<file path="src/rtl/ysyx_22050598_mem_arbiter_pkg.sv">
// rtl/ysyx_22050598_mem_arbiter_pkg.sv - shared state/owner encodings for the memory arbiter
package ysyx_22050598_mem_arbiter_pkg;

   typedef enum logic [1:0] {
      ST_IDLE = 2'd0,
      ST_REQ  = 2'd1,
      ST_RESP = 2'd2,
      ST_DONE = 2'd3
   } arb_state_e;

   typedef enum logic {
      OWN_IFU = 1'b0,
      OWN_LSU = 1'b1
   } arb_owner_e;

   // wide enough for STARVE_LIMIT up to 15
   localparam int STARVE_CNT_W = 4;

endpackage

</file>
<file path="src/rtl/ysyx_22050598_arb_starve_cnt.sv">
// rtl/ysyx_22050598_arb_starve_cnt.sv - saturating count of LSU wins while IFU waits
module ysyx_22050598_arb_starve_cnt
   import ysyx_22050598_mem_arbiter_pkg::*;
#(
   parameter int STARVE_LIMIT = 4
) (
   input  logic clk,
   input  logic rst,
   input  logic inc,
   input  logic clr,
   output logic force_ifu
);

   localparam logic [STARVE_CNT_W-1:0] LIMIT = STARVE_CNT_W'(STARVE_LIMIT);

   logic [STARVE_CNT_W-1:0] cnt;

   always_ff @(posedge clk or negedge rst) begin
      if (!rst) begin
         cnt <= '0;
      end else if (clr) begin
         cnt <= '0;
      end else if (inc && (cnt != LIMIT)) begin
         cnt <= cnt + 1'b1;
      end
   end

   assign force_ifu = (cnt == LIMIT);

endmodule

</file>
<file path="src/rtl/ysyx_22050598_mem_arbiter.sv">
// rtl/ysyx_22050598_mem_arbiter.sv - IFU/LSU arbiter onto one 128-bit memory port, one transaction in flight
module ysyx_22050598_mem_arbiter
   import ysyx_22050598_mem_arbiter_pkg::*;
#(
   parameter int STARVE_LIMIT = 4,
   parameter int ADDR_W       = 64,
   parameter int LINE_W       = 128
) (
   input  logic                clk,
   input  logic                rst,
   input  logic                ifu_mem_valid,
   input  logic [ADDR_W-1:0]   ifu_mem_addr,
   output logic                ifu_mem_ready,
   output logic [LINE_W-1:0]   ifu_mem_data,
   input  logic                lsu_mem_valid,
   input  logic                lsu_mem_wen,
   input  logic [ADDR_W-1:0]   lsu_mem_addr,
   input  logic [LINE_W-1:0]   lsu_mem_wdata,
   input  logic [LINE_W/8-1:0] lsu_mem_wmask,
   output logic                lsu_mem_ready,
   output logic [LINE_W-1:0]   lsu_mem_data,
   output logic                mem_req_valid,
   input  logic                mem_req_ready,
   output logic                mem_req_wen,
   output logic [ADDR_W-1:0]   mem_req_addr,
   output logic [LINE_W-1:0]   mem_req_wdata,
   output logic [LINE_W/8-1:0] mem_req_wmask,
   input  logic                mem_resp_valid,
   input  logic [LINE_W-1:0]   mem_resp_data
);

   arb_state_e state, state_nxt;
   arb_owner_e owner;
   logic       grant;
   logic       pick_ifu;
   logic       force_ifu;
   logic       starve_inc;
   logic       starve_clr;
   logic       resp_take;

   // IFU wins only when alone or when LSU has starved it long enough
   assign pick_ifu   = ifu_mem_valid && (!lsu_mem_valid || force_ifu);
   assign grant      = (state == ST_IDLE) && (ifu_mem_valid || lsu_mem_valid);
   assign starve_inc = grant && !pick_ifu && ifu_mem_valid;
   assign starve_clr = (state == ST_IDLE) && (!ifu_mem_valid || pick_ifu);
   assign resp_take  = (state == ST_RESP) && mem_resp_valid;

   ysyx_22050598_arb_starve_cnt #(
      .STARVE_LIMIT(STARVE_LIMIT)
   ) u_starve (
      .clk      (clk),
      .rst      (rst),
      .inc      (starve_inc),
      .clr      (starve_clr),
      .force_ifu(force_ifu)
   );

   always_ff @(posedge clk or negedge rst) begin
      if (!rst) begin
         state <= ST_IDLE;
      end else begin
         state <= state_nxt;
      end
   end

   always_comb begin
      state_nxt = state;
      case (state)
         ST_IDLE: if (grant)          state_nxt = ST_REQ;
         ST_REQ:  if (mem_req_ready)  state_nxt = ST_RESP;
         ST_RESP: if (mem_resp_valid) state_nxt = ST_DONE;
         ST_DONE:                     state_nxt = ST_IDLE;
         default:                     state_nxt = ST_IDLE;
      endcase
   end

   always_ff @(posedge clk or negedge rst) begin
      if (!rst) begin
         owner         <= OWN_IFU;
         mem_req_wen   <= 1'b0;
         mem_req_addr  <= '0;
         mem_req_wdata <= '0;
         mem_req_wmask <= '0;
      end else if (grant) begin
         owner         <= pick_ifu ? OWN_IFU : OWN_LSU;
         mem_req_wen   <= pick_ifu ? 1'b0 : lsu_mem_wen;
         mem_req_addr  <= pick_ifu ? ifu_mem_addr : lsu_mem_addr;
         mem_req_wdata <= pick_ifu ? '0 : lsu_mem_wdata;
         mem_req_wmask <= pick_ifu ? '0 : lsu_mem_wmask;
      end
   end

   // responses outside RESP are dropped; data holds between pulses
   always_ff @(posedge clk or negedge rst) begin
      if (!rst) begin
         ifu_mem_data <= '0;
         lsu_mem_data <= '0;
      end else if (resp_take) begin
         if (owner == OWN_IFU) ifu_mem_data <= mem_resp_data;
         else                  lsu_mem_data <= mem_resp_data;
      end
   end

   assign mem_req_valid = (state == ST_REQ);
   assign ifu_mem_ready = (state == ST_DONE) && (owner == OWN_IFU);
   assign lsu_mem_ready = (state == ST_DONE) && (owner == OWN_LSU);

endmodule
</file>
<file path="config.mk">
export PLATFORM = sky130hd
export DESIGN_NAME = ysyx_22050598_mem_arbiter
export DESIGN_NICKNAME = d
export VERILOG_FILES = /design/src/rtl/ysyx_22050598_mem_arbiter_pkg.sv /design/src/rtl/ysyx_22050598_arb_starve_cnt.sv /design/src/rtl/ysyx_22050598_mem_arbiter.sv
export SDC_FILE = /design/constraint.sdc
export NUM_CORES = 1
export LEC_CHECK = 0
export ABC_AREA = 1
export CAP_MARGIN = 40
export CORE_AREA = 2 2 337 339
export CTS_BUF_LIST = sky130_fd_sc_hd__clkbuf_8
export CTS_CLUSTER_SIZE = 14
export DETAILED_ROUTE_END_ITERATION = 8
export DIE_AREA = 0 0 339 341
export HOLD_SLACK_MARGIN = 0.12
export PLACE_DENSITY = 0.45
export SYNTH_ARGS = -nofsm -noshare
export SYNTH_HDL_FRONTEND = slang
export SYNTH_SLANG_ARGS = --single-unit
</file>
<file path="constraint.sdc">
create_clock -name clk -period 1.7 [get_ports clk]
set_input_delay 0.34 -clock clk [delete_from_list [all_inputs] [get_ports clk]]
set_output_delay 0.34 -clock clk [all_outputs]
set_load 0.05 [all_outputs]
</file>
### Word-level counts from Yosys, hierarchy flattened

Cells that the tools add are included.

* $add $sub $neg: 1
* equal/unequal tests: 8
* multiplexer cells: 11
* bitwise gates (word level): 1
* reductions and logical operators: 20

Operator list (count)
* two-way mux 128 bit: 1
* two-way mux 64 bit: 1
* two-way mux 16 bit: 1
* logical AND 1 bit: 9
* two-way mux 4 bit: 2
* case mux 2 bit (4 select lines): 1
* two-way mux 2 bit: 3
* adder 4 x 1 -> 4 bit (second input constant): 1
* equality test 2 bit (second input constant): 2
* equality test 4 x 3 -> 1 bit (second input constant): 1
* inequality test 2 bit (second input constant): 2
* inequality test 4 x 3 -> 1 bit (second input constant): 1
* AND reduction 2 bit: 2
* zero test 1 bit: 3
* logical OR 1 bit: 3
* AND reduction 3 bit: 1
* equality test 2 x 1 -> 1 bit (second input constant): 1
* zero test 2 bit: 1
* two-way mux 1 bit: 2
* inequality test 2 x 1 -> 1 bit (second input constant): 1
* nonzero test 2 bit: 1
* NOT 1 bit: 1

* register bits: 472
* input bits: 407
* output and inout port bits: 468

### Depth between registers and ports, before layout

Gate-level depths: netlist of run 1.

* word-level depth: 9
* mapped depth: 10
* depth with buffers taken out: 8

### Hierarchy

From an unflattened synthesis of run 1, not the netlist that was laid out.

* cells, all modules: 2203
* area, all modules: 19222.2 um^2

By module, submodules not included
* ysyx_22050598_mem_arbiter: times used 1, cells an instance 2171, area an instance 18969.4 um^2, sequential area each 11711.2 um^2
* ysyx_22050598_arb_starve_cnt: times used 1, cells an instance 32, area an instance 252.7 um^2, sequential area each 100.1 um^2

### Worst setup path after synthesis of run 1

OpenSTA, ideal clock, no wires.

* path type: reg2out
* start: reg state[0]
* end: out ifu_mem_ready
* data arrival time: 1211 ps
* slack: 149 ps
* cell stages (with the launch flop): 4
* buffers on the path: 0
* cell sequence: dfrtp_1 -> ha_1 -> inv_1 -> nor2_1

* cells in the longest elaborated chain, start to end: 2

RTL lines
* start: declaration: line ysyx_22050598_mem_arbiter.sv:32 `arb_state_e state, state_nxt;`
* start signal: assignment: line ysyx_22050598_mem_arbiter.sv:62 `state <= state_nxt;`
* equality test 2 bit: line ysyx_22050598_mem_arbiter.sv:105 `assign ifu_mem_ready = (state == ST_DONE) && (owner == OWN_IFU);`
* logical AND 1 bit: line ysyx_22050598_mem_arbiter.sv:105
* end: declaration: line ysyx_22050598_mem_arbiter.sv:13 `output logic ifu_mem_ready,`

No other way between the ends.

### Worst setup path after layout of run 1

Same ends and word-level chain as after synthesis.

==> qor.log, run 1 <==
INFO  outcome        outcome=complete, but fails checks
INFO  outcome        violated_checks=setup timing
INFO  cts            cts_inserted_buffers=92
INFO  cts            htree_num_levels=3
INFO  sta            period_needed=1.98ns
INFO  power_and_ir_drop comb_power_share=58.0%
INFO  detailed_routing vias=19223
INFO  logic_synthesis muxShareOfSynthArea=0%
INFO  logic_synthesis synth-seq-area-share=61.5%
INFO  finish         syn_to_final_growth=87.5%
INFO  logic_synthesis ys.warnings.count=0
INFO  sta            timing.final.hold_violations=0
INFO  cts            clock_insertion_delay_worst_skew=0.70ns
INFO  min_path       worst_hold_startpoint=mem_resp_data[50]
INFO  grt            grt_use_met3=4.60%
INFO  detailed_routing drc_errors=0
INFO  logic_synthesis syn-cell-area=0.0192sqmm
INFO  finish         num-fill-cells=11804
INFO  grt            first_global_vias=20118
INFO  power_and_ir_drop p_switching=37200uW
INFO  cts            numClockSinks=472
INFO  power_and_ir_drop power.density=2090mW/mm^2
INFO  grt            number_of_antenna_violations_at_the_first_check_in_global_routing=15
INFO  sta            worst_max_slew_pin_slew=0.507ns
INFO  power_and_ir_drop p_seq_share=26.8%
INFO  logic_synthesis synth_seq_cells=472
INFO  grt            grtUsageMet1=17.7%
INFO  sta            setup_viol=18
INFO  sta            smallest_setup_slack_after_layout=-0.278ns
INFO  power_and_ir_drop clock_power_share=15.1%
INFO  logic_synthesis synth_cell_types=20
INFO  grt            track_usage=14.8%
INFO  logic_synthesis netlist_instances=2188
INFO  worst_setup_path crit_arrival=1.64ns
INFO  finish         finish.net_count=3847
INFO  power_and_ir_drop vdd_drop_max=0.00108V
INFO  worst_setup_path worstSetupEndpointType=output pin
INFO  sta            clock.fmax=506MHz
INFO  logic_synthesis synth_fa_ha_area_share=0.456%
INFO  worst_setup_path regToRegSetupSlack=-0.04ns
INFO  worst_setup_path critical_path_class=reg2out
INFO  finish         multi_input_area=0.00579sqmm
INFO  cts            tritoncts_clock_tree=built
INFO  logic_synthesis synth_compound_area_share=6.94%
INFO  logic_synthesis syn_area_cell=8.78squm
INFO  logic_synthesis synth_top_family_by_area=simple AND/OR/NAND/NOR gates
INFO  worst_setup_path worst_r2r_startpoint=state[0]
INFO  grt            grt_busiest_layer=met2
INFO  worst_setup_path timing.critical_path.required=1.36ns
INFO  min_path       hold_path_end=lsu_mem_data[50]
INFO  worst_setup_path reg2reg_to=mem_req_wmask[0]
INFO  die            initial_core_util=17.2%
INFO  cts            clock_path_buffers=3
INFO  placement      port_buffers=874
INFO  detailed_routing drt_pre_antenna_iters=5
INFO  job            max_capacitance_violation_count=0
INFO  logic_synthesis yosys.area_share.simple=22.0%
INFO  detailed_routing route.antenna.remaining_nets=0
INFO  finish         finish.utilization=32.2%
INFO  detailed_routing wl_per_cell=17.7um
INFO  detailed_routing drt-vias-per-instance=3.84
INFO  power_and_ir_drop cell_internal_pwr=38200uW
INFO  worst_setup_path critical_path_peak_fanout=3
INFO  placement      post-place-ws=-0.175ns
INFO  sta            rsz_0062_raised_after_global_routing=true
INFO  detailed_routing drt_iter0_markers=864
INFO  min_path       min_delay_path_class=in2reg
INFO  sta            number_of_slew_limit_violations_in_the_final_report=0
INFO  die            core_region_area=0.112sqmm
INFO  die            std_cell_rows=123
INFO  worst_setup_path worst-r2r-cell-count=8
INFO  power_and_ir_drop power_switching_share=49.3%
INFO  sta            share_of_the_cycle_needed_by_the_critical_path_after_routing=116%
INFO  cts            root_buffer_master=clkbuf_8
INFO  grt            maximum_number_of_pins_on_one_net_before_global_route_repair=71
INFO  cts            clk_pin_slew_worst_paths=0.06ns
INFO  power_and_ir_drop leakagePower=0.0182uW
INFO  finish         layout-drive-gt1-share=25.0%
INFO  placement      gp_routability_congestion=0.850
INFO  sta            post_route_clock_skew=0.0423ns
INFO  die            floorplan.die.width=339um
INFO  die            die-area=0.116sqmm
INFO  worst_setup_path worst_setup_path_start_kind=register
INFO  finish         layout_commonest_cell=nand2_1
INFO  min_path       hold-path-cell-count=3
INFO  finish         highest_count_cells_in_the_layout_ignoring_fill_and_taps=nand2_1 (746), dfrtp_1 (455), buf_6 (435), clkdlybuf4s50_1 (404), inv_1 (298)
INFO  die            io-pin-count=875
INFO  grt            grt_use_met2=24.3%
INFO  logic_synthesis synth.net_count=2602
INFO  die            die_h=341um
INFO  detailed_routing drt_wl_total=88500um
INFO  grt            grt_first_pass_wirelength=130000um
INFO  placement      dpl.hpwl=65200um
INFO  logic_synthesis xor_and_xnor_fraction_of_the_mapped_netlist_area=0.0912%
INFO  grt            grt.overflow.total=0
INFO  finish         layout.area.seq=0.0118sqmm
INFO  sta            maxSlewHeadroom=66.2%
==> Yosys cell counts, drive strengths merged <==
| library cell | number | area, sq um |
|---|---|---|
| nand2 | 749 | 2810 |
| xor2 | 2 | 17.5 |
| ha | 7 | 87.6 |
| nand3 | 277 | 1390 |
| clkbuf | 34 | 129 |
| o21ai | 260 | 1310 |
| a21boi | 1 | 7.51 |
| inv | 270 | 1010 |
| buf | 107 | 584 |
| o22ai | 1 | 6.26 |
| o211ai | 1 | 7.51 |
| nor2 | 5 | 18.8 |
| nand4 | 2 | 12.5 |
| dfrtp | 472 | 11800 |
==> stage by stage <==
stage	area, sq um	instances	hold WS [ns]	setup TNS [ns]	power [uW]
final	36000	5011	0.229	-1.02	75400
after global placement	29600	4541	0.210	-29.08	58200
after global routing	36000	5009	0.154	-17.74	79300
after floorplan	19200	2188	0.0444	0	43100
after detailed placement	29600	4541	0.212	-37.40	58300
after CTS	35400	4945	0.120	-11.09	75300
==> worst max-delay path, cell delays in order (launching register included) <==
cell,delay (ns)
dfrtp_1,0.38
buf_6,0.13
ha_4,0.15
inv_2,0.06
nor2_4,0.04
buf_12,0.16
==> timing repair <==
action                                 4_1_cts  5_1_grt
hold buffers                               178        0
pin swaps                                    4        1
setup endpoints to repair                  464      612
endpoints found under the hold margin      686        0
cloned                                       2        6
buffers inserted                            62       49
gates resized for setup                    459       28
==> registers in the layout (all words and copies together), names as in the netlist <==
name,cells
ifu_mem_data,128
lsu_mem_data,128
mem_req_wdata,128
mem_req_addr,64
mem_req_wmask,16
u_starve.cnt,4
state,2
mem_req_wen,1
owner,1
==> how the worst max path moves through the flow <==
stage	start	to	slack, ns	cells past startpoint
floorplan	state[0]	ifu_mem_ready	0.15	3
CTS	state[0]	ifu_mem_ready	-0.42	5
detailed placement	lsu_mem_valid	mem_req_addr[15]	-0.17	8
finish	state[0]	ifu_mem_ready	-0.28	5
global placement	lsu_mem_valid	mem_req_wdata[11]	-0.16	6
global route	state[0]	ifu_mem_ready	-0.40	5
==> metal layers <==
metal,part of all wire (%),wire [um]
met1,41,36500
met5,0.029,26
met4,3.8,3400
met3,7.1,6330
met2,48,42300
==> cells by family after synthesis <==
logic type,count (synthesis)
AOI/OAI and AO/OA,263
adders and majority gates,7
buffers and inverters,411
xor gates and xnor gates,2
and+or+nand+nor,1033
DFF,472
==> area by class of cell <==
type                            count  area share (%)
Sequential cell                   472            32.9
Inverter                          270            2.83
Antenna cell                       10          0.0695
Timing Repair Buffer             1292            37.9
Clock inverter                     52           0.813
Tap cell                         1500            5.21
Clock buffer                      110            4.20
Multi-Input combinational cell   1305            16.1
==> power groups by stage <==
| stage | clock [uW] | sequential, uW | combinational, uW |
|---|---|---|---|
| after floorplan | 0 | 35800 | 7250 |
| after global placement | 0 | 19400 | 38800 |
| after detailed placement | 0 | 19400 | 38900 |
| after CTS | 11900 | 20200 | 43200 |
| after global routing | 12400 | 20800 | 46200 |
| final | 11400 | 20200 | 43700 |
(Power assumes the default switching activity.)
==> run 2, diff against run 1 <==
--- a/config.mk
+++ b/config.mk
@@ -8,7 +8,7 @@
 export ABC_AREA = 1
 export CAP_MARGIN = 40
 export CORE_AREA = 2 2 337 339
-export CTS_BUF_LIST = sky130_fd_sc_hd__clkbuf_8
+export CTS_BUF_LIST = sky130_fd_sc_hd__clkbuf_4
 export CTS_CLUSTER_SIZE = 14
 export DETAILED_ROUTE_END_ITERATION = 8
 export DIE_AREA = 0 0 339 341
==> run 2 against run 1 <==
- the flow still finishes with violations (setup timing)
- routed wire length rose by 4.1%
- highest routed layer unchanged
- largest power group unchanged
- combinational power rose by 5.7%
- critical path depth did not move
- clock skew rose by 0.048 ns
- count of clock-buffer cells in the layout rose by 96
- maximum frequency fell by 10%
- critical path type unchanged
- die area did not move
- largest cell class unchanged
- critical endpoint unchanged
==> qor.log, run 2 (synthesis results as in run 1) <==
INFO  worst_setup_path regToRegSetupSlack=0.06ns
INFO  placement      port_buffers=874
INFO  worst_setup_path worst-r2r-cell-count=10
INFO  worst_setup_path worst_setup_path_start_kind=register
INFO  min_path       hold-path-cell-count=5
INFO  detailed_routing vias=20962
INFO  sta            worst_max_slew_pin_slew=0.505ns
INFO  min_path       hold_path_end=state[0]
INFO  sta            number_of_slew_limit_violations_in_the_final_report=0
INFO  grt            track_usage=15.2%
INFO  finish         finish.net_count=4215
INFO  detailed_routing route.antenna.remaining_nets=0
INFO  power_and_ir_drop power.density=1990mW/mm^2
INFO  die            floorplan.die.width=339um
INFO  grt            maximum_number_of_pins_on_one_net_before_global_route_repair=71
INFO  cts            clk_pin_slew_worst_paths=0.04ns
INFO  worst_setup_path slowest_stage=dfrtp_1
INFO  outcome        violated_checks=setup timing
INFO  placement      post-place-cells=4541
INFO  min_path       min_delay_path_class=in2reg
INFO  worst_setup_path critical_path_class=reg2out
INFO  cts            numClockSinks=472
INFO  power_and_ir_drop p_seq_share=26.0%
INFO  detailed_routing drt_wl_total=92100um
INFO  sta            clock.fmax=453MHz
INFO  finish         syn_to_final_growth=104%
INFO  finish         layout-drive-gt1-share=27.1%
INFO  sta            setup_tns=-82.30ns
INFO  worst_setup_path worstSetupEndpointType=output pin
INFO  grt            number_of_antenna_violations_at_the_first_check_in_global_routing=11
INFO  cts            root_buffer_master=clkbuf_4
INFO  finish         largestRegisters=ifu_mem_data x128, lsu_mem_data x128, mem_req_wdata x128
INFO  worst_setup_path critical_path_peak_fanout=3
INFO  worst_setup_path path_buf_inv=3
INFO  sta            period_needed=2.21ns
INFO  die            initial_core_util=17.2%
INFO  sta            share_of_the_cycle_needed_by_the_critical_path_after_routing=130%
INFO  min_path       worst_hold_startpoint=mem_resp_valid
INFO  worst_setup_path worst_path_largest_cell_delay=0.38ns
INFO  power_and_ir_drop p_switching=37900uW
INFO  worst_setup_path timing.critical_path.max_delay_family=flip-flops
INFO  grt            first_global_vias=22173
INFO  sta            rsz_0062_raised_after_global_routing=true
INFO  sta            maxSlewHeadroom=66.4%
INFO  placement      gp_routability_congestion=0.850
INFO  detailed_routing drt-vias-per-instance=3.88
INFO  worst_setup_path crit_arrival=1.87ns
INFO  cts            clock_path_buffers=3
INFO  cts            clock_insertion_delay_worst_skew=1.03ns
INFO  finish         layout_commonest_cell=nand2_1
INFO  detailed_routing drt_pre_antenna_iters=5
INFO  worst_setup_path critical_path_stages=5
INFO  power_and_ir_drop comb_power_share=59.2%
INFO  worst_setup_path worst_r2r_startpoint=state[0]
INFO  detailed_routing drc_errors=0
INFO  power_and_ir_drop vdd_drop_max=0.00126V
INFO  worst_setup_path path_cells=buf_6 -> ha_4 -> inv_2 -> nor2_4 -> buf_12
INFO  sta            timing.final.hold_violations=0
INFO  placement      dpl.hpwl=65200um
INFO  cts            tritoncts_clock_tree=built
INFO  power_and_ir_drop cell_internal_pwr=40100uW
INFO  die            io-pin-count=875
INFO  cts            cts_inserted_buffers=148
INFO  outcome        outcome=complete, but fails checks
INFO  power_and_ir_drop clock_power_share=14.8%
INFO  cts            htree_num_levels=4
INFO  job            max_capacitance_violation_count=0
INFO  die            std_cell_rows=123
INFO  power_and_ir_drop leakagePower=0.0197uW
INFO  worst_setup_path reg2reg_to=mem_req_wdata[101]
INFO  sta            smallest_setup_slack_after_layout=-0.509ns
INFO  die            core_region_area=0.112sqmm
INFO  sta            post_route_clock_skew=0.0899ns
INFO  finish         highest_count_cells_in_the_layout_ignoring_fill_and_taps=nand2_1 (746), buf_6 (468), dfrtp_1 (455), dlygate4sd3_1 (405), clkdlybuf4s50_1 (404)
INFO  power_and_ir_drop power_switching_share=48.6%
INFO  finish         finalNonFillerCells=5401
INFO  die            die_h=341um
INFO  grt            grt.overflow.total=0
INFO  worst_setup_path timing.critical_path.required=1.36ns
INFO  grt            grt_first_pass_wirelength=135000um
INFO  detailed_routing wl_per_cell=17.1um
INFO  die            die-area=0.116sqmm
INFO  sta            setup_viol=468
INFO  detailed_routing drt_iter0_markers=980
## run 2: worst min-delay path, cell delays in order
cell             delay, ns
clkdlybuf4s50_1       0.52
inv_1                 0.09
nand2_1               0.05
o211ai_1              0.15
o21ai_0               0.10
## run 2: how the worst max path moves through the flow
stage	from	end	slack, ns
floorplan	state[0]	ifu_mem_ready	0.15
CTS	state[0]	ifu_mem_ready	-0.71
detailed placement	lsu_mem_valid	mem_req_addr[15]	-0.17
finish	state[0]	ifu_mem_ready	-0.51
global placement	lsu_mem_valid	mem_req_wdata[11]	-0.16
global route	state[0]	ifu_mem_ready	-0.73
## run 2: what timing repair did
item,4_1_cts,5_1_grt
endpoints found under the setup margin,470,780
gates resized for setup,492,31
buffers inserted,81,113
hold buffers,406,0
pin swaps,3,2
cloned,2,8
hold endpoints to repair,944,0
## run 2: layer usage
metal | routed length (um) | GRT usage [%] | up-vias | part of all wire [%]
met4 | 3880 | 7.57 | 8 | 4.2
met3 | 6720 | 4.94 | 215 | 7.3
met1 | 37600 | 17.8 | 9831 | 41
met2 | 43900 | 25.0 | 776 | 48
li1 | - | - | 10132 | -
met5 | 42 | 0 | - | 0.046
## run 2: area by class of cell
cell class / count / area, sq um
sequential: 472 / 11800
fill: 11600 / 72700
clock inverter: 31 / 267
multi-input combinational: 1305 / 5780
inverter: 270 / 1020
timing repair buffer: 1604 / 16800
clock buffer: 206 / 1550
antenna: 13 / 32.5
tap: 1500 / 1880
## run 2: power groups by stage
stage	Combinational, uW	Sequential, uW	Clock [uW]
floorplan	7250	35800	0
global placement	38800	19400	0
detailed placement	38900	19400	0
CTS	44100	20200	12100
global route	48700	20800	12700
finish	46200	20300	11500
## run 2: stage by stage
stage | instance area (sq um) | hold slack (ns) | setup WS, ns | util (%) | power, uW
finish | 39100 | 0.364 | -0.509 | 35.0 | 78000
global route | 39100 | 0.256 | -0.731 | 35.0 | 82100
CTS | 37900 | 0.194 | -0.708 | 33.9 | 76500
detailed placement | 29600 | 0.212 | -0.175 | 26.4 | 58300
global placement | 29600 | 0.210 | -0.161 | 26.4 | 58200
floorplan | 19200 | 0.0444 | 0.149 | - | 43100
==> run 3, diff against run 2 <==
--- a/config.mk
+++ b/config.mk
@@ -7,13 +7,14 @@
 export LEC_CHECK = 0
 export ABC_AREA = 1
 export CAP_MARGIN = 40
-export CORE_AREA = 2 2 337 339
+export CORE_AREA = 2 2 343 345
 export CTS_BUF_LIST = sky130_fd_sc_hd__clkbuf_4
 export CTS_CLUSTER_SIZE = 14
 export DETAILED_ROUTE_END_ITERATION = 8
-export DIE_AREA = 0 0 339 341
+export DIE_AREA = 0 0 345 347
 export HOLD_SLACK_MARGIN = 0.12
-export PLACE_DENSITY = 0.45
+export PLACE_DENSITY = 0.44
+export REMOVE_ABC_BUFFERS = 1
 export SYNTH_ARGS = -nofsm -noshare
 export SYNTH_HDL_FRONTEND = slang
 export SYNTH_SLANG_ARGS = --single-unit
==> run 3 against run 2 <==
- the run still ends with setup timing left
- combinational power about the same
- largest cell class unchanged
- sequential cell count unchanged
- count of clock-buffer cells in the layout down 9
- die area up 3.6%
- cell area down 0.99%
- clock skew down 0.024 ns
- sequential share of layout area up 0.31 points
- total power down 0.71%
- largest power group unchanged
- clock power down 3%
- first-iteration DRC count up 17%
- critical path depth unchanged
- critical endpoint is now lsu_mem_ready
==> qor.log, run 3 (synthesis results as in run 1) <==
INFO  finish         highest_count_cells_in_the_layout_ignoring_fill_and_taps=nand2_1 (746), buf_6 (466), dfrtp_1 (451), dlygate4sd3_1 (404), clkdlybuf4s50_1 (404)
INFO  cts            numClockSinks=472
INFO  min_path       min_delay_path_class=in2reg
INFO  power_and_ir_drop leakagePower=0.0195uW
INFO  die            die_h=347um
INFO  sta            smallest_setup_slack_after_layout=-0.612ns
INFO  cts            root_buffer_master=clkbuf_4
INFO  outcome        violated_checks=setup timing
INFO  worst_setup_path critical_path_class=reg2out
INFO  worst_setup_path slowest_stage=dfrtp_1
INFO  cts            clk_pin_slew_worst_paths=0.06ns
INFO  sta            worst_max_slew_pin_slew=0.571ns
INFO  finish         finalNonFillerCells=5409
INFO  cts            htree_num_levels=4
INFO  finish         layout_commonest_cell=nand2_1
INFO  sta            period_needed=2.31ns
INFO  sta            rsz_0062_raised_after_global_routing=true
INFO  outcome        outcome=complete, but fails checks
INFO  sta            timing.final.hold_violations=0
INFO  detailed_routing wl_per_cell=17.4um
INFO  finish         layout-drive-gt1-share=26.8%
INFO  detailed_routing drt_wl_total=94200um
INFO  detailed_routing vias=20977
INFO  worst_setup_path crit_arrival=1.97ns
INFO  grt            maximum_number_of_pins_on_one_net_before_global_route_repair=73
INFO  die            initial_core_util=16.6%
INFO  worst_setup_path critical_path_peak_fanout=3
INFO  worst_setup_path worstSetupEndpointType=output pin
INFO  sta            post_route_clock_skew=0.0657ns
INFO  sta            maxSlewHeadroom=61.9%
INFO  grt            grt_first_pass_wirelength=135000um
INFO  sta            clock.fmax=433MHz
INFO  worst_setup_path timing.critical_path.required=1.36ns
INFO  finish         syn_to_final_growth=102%
INFO  detailed_routing drt_pre_antenna_iters=5
INFO  job            max_capacitance_violation_count=0
INFO  placement      port_buffers=874
INFO  grt            first_global_vias=21410
INFO  sta            setup_viol=498
INFO  sta            number_of_slew_limit_violations_in_the_final_report=0
INFO  placement      post-place-ws=-0.301ns
INFO  detailed_routing drt_iter0_markers=1143
INFO  power_and_ir_drop power.density=2000mW/mm^2
INFO  worst_setup_path worst_path_largest_cell_delay=0.40ns
INFO  die            core_region_area=0.116sqmm
INFO  placement      gp_routability_congestion=0.889
INFO  grt            number_of_antenna_violations_at_the_first_check_in_global_routing=10
INFO  cts            clock_insertion_delay_worst_skew=1.09ns
INFO  die            die-area=0.120sqmm
INFO  sta            share_of_the_cycle_needed_by_the_critical_path_after_routing=136%
INFO  finish         largestRegisters=ifu_mem_data x128, lsu_mem_data x128, mem_req_wdata x128
INFO  die            std_cell_rows=125
INFO  grt            grt.overflow.total=0
INFO  worst_setup_path path_buf_inv=3
INFO  placement      post-place-cells=4561
INFO  cts            tritoncts_clock_tree=built
INFO  worst_setup_path worst_setup_path_start_kind=register
INFO  die            floorplan.die.width=345um
INFO  power_and_ir_drop vdd_drop_max=0.000971V
INFO  worst_setup_path timing.critical_path.max_delay_family=flip-flops
INFO  detailed_routing drc_errors=0
INFO  detailed_routing drt-vias-per-instance=3.88
INFO  grt            track_usage=15.0%
INFO  cts            cts_inserted_buffers=143
INFO  detailed_routing route.antenna.remaining_nets=0
INFO  placement      dpl.hpwl=67900um
INFO  finish         finish.net_count=4199
INFO  cts            clock_path_buffers=3
INFO  die            io-pin-count=875
INFO  sta            setup_tns=-121.29ns
INFO  worst_setup_path path_cells=buf_6 -> ha_4 -> nand2_2 -> inv_2 -> buf_12
[run 3: cell type report]
| type | count | area, sq um |
|---|---|---|
| multi-input combinational | 1305 | 5760 |
| clock inverter | 34 | 244 |
| antenna | 14 | 35.0 |
| fill | 12110 | 77000 |
| sequential | 472 | 11800 |
| tap | 1524 | 1910 |
| timing repair buffer | 1593 | 16500 |
| clock buffer | 197 | 1480 |
| inverter | 270 | 1020 |
[run 3: path summary, 6_finish.rpt]
path	start	end	slack [ns]	depth (start not counted)
setup / recovery	state[1]	lsu_mem_ready	-0.61	5
hold / removal	ifu_mem_addr[52]	mem_req_addr[52]	0.22	5
setup reg to reg	state[0]	lsu_mem_data[94]	-0.05	8
hold reg to reg	mem_req_wdata[51]	mem_req_wdata[51]	0.50	2
max in group asynchronous	rst	ifu_mem_data[73]	0.56	5
min in group asynchronous	rst	ifu_mem_data[45]	0.40	4
[run 3: what timing repair did]
| action | in CTS | in global routing |
|---|---|---|
| setup buffers | 90 | 99 |
| hold buffers | 405 | 0 |
| gates cloned | 0 | 9 |
| endpoints found under the setup margin | 469 | 581 |
| pin swaps | 2 | 4 |
| endpoints found under the hold margin | 944 | 0 |
| resized for setup | 487 | 27 |
[run 3: worst reg2reg max path, stage by stage, from the launching register on]
cell,delay (ns)
dfrtp_1,0.38
buf_4,0.14
inv_1,0.09
ha_1,0.30
nand3_4,0.11
buf_12,0.18
buf_12,0.24
nand2_1,0.13
o21ai_0,0.08
[run 3: per-stage QoR]
step                      utilization, %  cell area (sq um)  hold slack, ns  power (uW)
after floorplan                        -              18500          0.0444       43200
after global placement              25.4              29400           0.281       58500
after detailed placement            25.4              29400           0.277       58600
after CTS                           32.5              37600           0.131       76300
after global routing                33.5              38800          0.0934       81600
final                               33.5              38800           0.224       77500
[run 3: where the power goes]
group	switching, uW	internal, uW
sequential	4130	16300
clock	5340	5770
combinational	28400	17500
[run 3: per-layer routing]
layer / routed length, um / vias up / share of wire, % / GRT usage [%]
met5: 34 / - / 0.036 / 0
met4: 3550 / 6 / 3.8 / 7.07
met3: 6800 / 198 / 7.2 / 5.04
met2: 45900 / 745 / 49 / 24.7
met1: 38000 / 9925 / 40 / 17.5
li1: - / 10103 / - / -
